**src/rtl/mem_arbiter.sv**
```systemverilog
// Two-requester (I-cache / D-cache) arbiter for the shared main-memory port.
// Tie policy: define ARB_RR_EN for round-robin, otherwise D-cache wins every tie.
module mem_arbiter #(
  parameter int AW      = 16,
  parameter int DW      = 16,
  parameter int TIMEOUT = 64
) (
  input  logic          clk,
  input  logic          rst_n,
  input  logic          i_req,
  input  logic          i_wr,
  input  logic [AW-1:0] i_addr,
  input  logic [DW-1:0] i_wdata,
  output logic          i_gnt,
  output logic [DW-1:0] i_rdata,
  input  logic          d_req,
  input  logic          d_wr,
  input  logic [AW-1:0] d_addr,
  input  logic [DW-1:0] d_wdata,
  output logic          d_gnt,
  output logic [DW-1:0] d_rdata,
  output logic          mem_rd,
  output logic          mem_wr,
  output logic [AW-1:0] mem_addr,
  output logic [DW-1:0] mem_wdata,
  input  logic [DW-1:0] mem_rdata,
  input  logic [3:0]    mem_busy,
  output logic          err
);

  typedef enum logic [1:0] {IDLE, GNT_I, GNT_D, DRAIN} state_t;

  localparam logic [7:0] HOLD_LIMIT = 8'(TIMEOUT - 1);

  state_t     state_q, state_d, arb_state;
  logic       last_q, last_d;            // 1: D-cache was the most recent owner
  logic [7:0] hold_cnt_q, hold_cnt_d;
  logic       err_q, err_d;
  logic       i_gnt_q, d_gnt_q;
  logic       d_wins_tie, pick_d;

`ifdef ARB_RR_EN
  assign d_wins_tie = ~last_q;
`else
  // last is still maintained here so both builds share the same state.
  assign d_wins_tie = last_q | 1'b1;
`endif

  assign pick_d    = d_req & (~i_req | d_wins_tie);
  assign arb_state = (i_req | d_req) ? (pick_d ? GNT_D : GNT_I) : IDLE;

  always_comb begin
    state_d    = state_q;
    last_d     = last_q;
    hold_cnt_d = hold_cnt_q;
    unique case (state_q)
      IDLE:  state_d = arb_state;
      GNT_I: if (!i_req) begin
               state_d = DRAIN;
               last_d  = 1'b0;
             end
      GNT_D: if (!d_req) begin
               state_d = DRAIN;
               last_d  = 1'b1;
             end
      DRAIN: if (mem_busy == 4'b0000) state_d = arb_state;
      default: state_d = IDLE;
    endcase

    if (state_d == GNT_I || state_d == GNT_D) begin
      if (state_d != state_q)
        hold_cnt_d = 8'd0;
      else if (hold_cnt_q != 8'hFF)
        hold_cnt_d = hold_cnt_q + 8'd1;
    end

    // err rises in the same cycle hold_cnt reaches its limit.
    err_d = err_q | (((state_d == GNT_I) || (state_d == GNT_D)) && (hold_cnt_d == HOLD_LIMIT));
  end

  always_ff @(posedge clk or negedge rst_n) begin
    if (!rst_n) begin
      state_q    <= IDLE;
      last_q     <= 1'b0;
      hold_cnt_q <= 8'd0;
      err_q      <= 1'b0;
      i_gnt_q    <= 1'b0;
      d_gnt_q    <= 1'b0;
    end else begin
      state_q    <= state_d;
      last_q     <= last_d;
      hold_cnt_q <= hold_cnt_d;
      err_q      <= err_d;
      i_gnt_q    <= (state_d == GNT_I);
      d_gnt_q    <= (state_d == GNT_D);
    end
  end

  assign i_gnt = i_gnt_q;
  assign d_gnt = d_gnt_q;
  assign err   = err_q;

  // Memory port mux keyed off the registered grants, so reset clears it at once.
  assign mem_rd    = (i_gnt_q & i_req & ~i_wr) | (d_gnt_q & d_req & ~d_wr);
  assign mem_wr    = (i_gnt_q & i_req &  i_wr) | (d_gnt_q & d_req &  d_wr);
  assign mem_addr  = i_gnt_q ? i_addr  : (d_gnt_q ? d_addr  : '0);
  assign mem_wdata = i_gnt_q ? i_wdata : (d_gnt_q ? d_wdata : '0);
  assign i_rdata   = i_gnt_q ? mem_rdata : '0;
  assign d_rdata   = d_gnt_q ? mem_rdata : '0;

endmodule

```
**config.mk**
```make
export PLATFORM = sky130hd
export DESIGN_NAME = mem_arbiter
export DESIGN_NICKNAME = d
export VERILOG_FILES = /design/src/rtl/mem_arbiter.sv
export SDC_FILE = /design/constraint.sdc
export NUM_CORES = 1
export LEC_CHECK = 0
export BUFFER_PORTS_ARGS = -buffer_cell sky130_fd_sc_hd__buf_2
export CORE_ASPECT_RATIO = 0.9
export CORE_MARGIN = 2
export CORE_UTILIZATION = 33
export CTS_CLUSTER_SIZE = 20
export DETAILED_ROUTE_END_ITERATION = 7
export PLACE_DENSITY = 0.91
export SLEW_MARGIN = 15
export SYNTH_ARGS = -nofsm -noshare
export SYNTH_HDL_FRONTEND = slang
export SYNTH_SLANG_ARGS = --single-unit
```
**constraint.sdc**
```tcl
create_clock -name clk -period 3.3 [get_ports clk]
set_clock_uncertainty 0.2 [all_clocks]
set_input_delay 0.495 -clock clk [delete_from_list [all_inputs] [get_ports clk]]
set_output_delay 0.495 -clock clk [all_outputs]
set_load 0.01 [all_outputs]
```
==> results.yml <==
route:
  drtIter0Drc: 85
  drc: 0
  via_per_inst: 5.20
  wl_per_cell_um: 14.5
  first_pass_iters: 4
  wl_um: 5240
  vias: 1877
  detail-route-antenna-nets: 0
synth:
  ys_seq_elements: 13
  synth_flop_cell: "dfrtp_1"
  synthDistinctLibCells: 37
  synth_edf_count: 0
  async_flop_share_pct: 100
  synthCells: 161
  synth_top_area_share_pct: 24.7
  synth_largest_area_cell: "dfrtp_1"
  netlist_area_sq_um: 1320
  avgSynthCellArea_sq_um: 8.18
  ys.warnings.count: 0
  syn_nets: 254
  synthTopCellsByArea: "dfrtp_1 25%, a22o_1 21%, and2_1 15%"
  ys_seq_area_share_pct: 24.7
setup_path:
  crit_path_max_incr_delay_ps: 340
  crit_start: "mem_busy[1]"
  r2r-end: "err$_DFF_PN0_"
  worst-path-stages: 11
  worstPathRequired_ps: 3240
  crit_path_end: "err$_DFF_PN0_"
  worstSetupEndpointType: "flip-flop"
  crit_chain: "buf_2, nor4_2, nand2_1, o32a_1, inv_1, ha_1, and4b_1, o21ai_0, xor2_1, nor3_1, a41o_1"
  crit_type: "in -> reg"
  startpoint_type: "input port"
  crit_slowest_cell: "o32a_1"
  path_buf_inv: 2
  crit_arrival_ps: 2680
  ff2ff_path_depth: 10
  rr_startpoint: "state_q[0]$_DFF_PN0_"
  r2r_slack_ps: 690
  crit_family: "simple AND/OR/NAND/NOR gates"
  cp_max_fo: 9
floorplan:
  dieArea_sq_um: 4510
  io_pins: 159
  die_h_um: 63.9
  coreArea_sq_um: 3780
  fp.dieW_um: 70.6
  start_util_pct: 34.8
  rows: 21
clock_network:
  cts_made_buffers: 3
  path_clk_slew_ps: 50
  htreeDepth: 1
  cts-root-buf: "clkbuf_8"
  clk_path_buf_depth: 2
  cts_setup_buffers: 0
  clock_sinks: 13
  cts_tree: "done"
  clkLatencyLatePin_ps: 250
grt:
  grt_start_max_net_pins: 33
  grt-ovfl-total: 0
  top_usage_layer: "met2"
  grt_usage_pct: 21.1
  grt_pass1_vias: 1696
  use_met3_pct: 3.31
  use_met1_pct: 26.2
  grt_antenna_before_repair: 0
  use_met2_pct: 38.3
  grt_pass1_wl_um: 7820
layout:
  drive_gt1_share_pct: 53.7
  multiInputGateArea_sq_um: 927
  num_antenna_cells: 0
  synthToLayoutAreaGrowth_pct: 66.9
  final_common_cell: "buf_2"
  seq_area_sq_um: 325
  nFillCells: 366
  mostFrequentLayoutCells: "158 x buf_2, 32 x and2_1, 32 x a22o_1"
  layout.nets: 409
timing:
  slew_viol_final: 0
  setup_tns_ps: 0
  relSlewSlack_pct: 58.3
  worst_pin_slew_ps: 626
  post-route-period-util_pct: 83.1
  rsz0062_at_grt: "no"
  setup_viol: 0
  period_needed_ps: 2740
  final-hold-violation-count: 0
  max_freq_mhz: 365
place:
  io_buffers: 158
  dp_hpwl_um: 4140
  place_congestion: 0.905
min_path:
  hold_path_class: "reg -> reg"
  hold_depth: 1
outcome:
  status: "finished clean"
pwr:
  switching_share_pct: 39.8
  power_density_nw_per_um2: 327
  netSwitchingPower_w: 0.000285
  power.share.sequential_pct: 35.6
  intPower_w: 0.000432
  ir_drop_mv: 0.334
  pwr-share-comb_pct: 44.1
  leakage_nw: 1.32
  p_total_w: 0.000717
  p_clk_share_pct: 20.3
job:
  drv_cap: 0
-- power by group through the flow --
stage	combinational [W]	sequential [W]	clock, W
2_1_floorplan	0.000194	0.000228	0
3_3_place_gp	0.000301	0.000250	0
3_5_place_dp	0.000313	0.000253	0
4_1_cts	0.000317	0.000254	0.000146
5_1_grt	0.000347	0.000265	0.000152
6_report	0.000317	0.000256	0.000145
-- layer usage --
metal / wire length (um) / part of all wire, %
met1: 2130 / 41
met2: 2690 / 51
met3: 382 / 7.3
met4: 39 / 0.74
met5: 0 / 0
-- worst min-delay path by stage --
| stage | from | endpoint | slack (ps) |
|---|---|---|---|
| detailed placement | rst_n | hold_cnt_q[0]$_DFF_PN0_ | 190 |
| global route | err$_DFF_PN0_ | err$_DFF_PN0_ | 310 |
| finish | err$_DFF_PN0_ | err$_DFF_PN0_ | 280 |
| CTS | err$_DFF_PN0_ | err$_DFF_PN0_ | 280 |
| global placement | rst_n | hold_cnt_q[1]$_DFF_PN0_ | 190 |
| floorplan | rst_n | d_gnt$_DFF_PN0_ | -0.6 |
-- metrics by stage --
step	setup slack [ps]	util, %	instances	hold WS, ps	cell area [sq um]
after floorplan	592	-	161	-0.591	1320
after global placement	451	56.6	356	191	2140
after detailed placement	312	56.6	356	193	2140
after CTS	557	58.1	361	279	2200
after global routing	378	58.1	361	306	2200
final	557	58.1	361	276	2200
-- repair_timing --
item	in CTS	in global routing
hold buffers	1	0
gates resized for setup	0	0
setup endpoints to repair	0	0
hold endpoints to repair	13	0
-- logic make-up (layout without fill, tap and decap cells) --
| family | Yosys count | count (layout) | synth area share (%) |
|---|---|---|---|
| xor+xnor | 2 | 2 | 1.33 |
| simple gates | 70 | 70 | 30.2 |
| compound gates | 54 | 54 | 34.3 |
| buf+inv | 17 | 171 | 5.04 |
| flops | 13 | 13 | 24.7 |
| fa+ha+maj | 3 | 3 | 2.85 |
| mux | 2 | 2 | 1.52 |
-- cell usage after synthesis, types with 2 or more instances --
master,instances
a21oi_1,3
a22o_1,32
a31oi_1,3
and2_1,32
and4_1,2
clkbuf_1,10
dfrtp_1,13
ha_1,3
inv_1,5
mux2i_1,2
nand2_1,9
nand3_1,4
nor2_1,10
nor2b_1,2
nor3_1,5
o21ai_0,4
o22a_1,2
-- registers in the layout, summed over array words and instances (netlist names) --
| name | cells |
|---|---|
| d_gnt | 1 |
| i_gnt | 1 |
| err | 1 |
| state_q | 2 |
| hold_cnt_q | 8 |
-- cell type report --
cell class | count | area share (%)
Multi-Input combinational cell | 131 | 42.2
Timing Repair Buffer | 162 | 37.5
Inverter | 5 | 0.854
Tap cell | 46 | 2.62
Sequential cell | 13 | 14.8
Clock buffer | 4 | 2.05
Note: power is estimated with default switching activity, not from simulation.
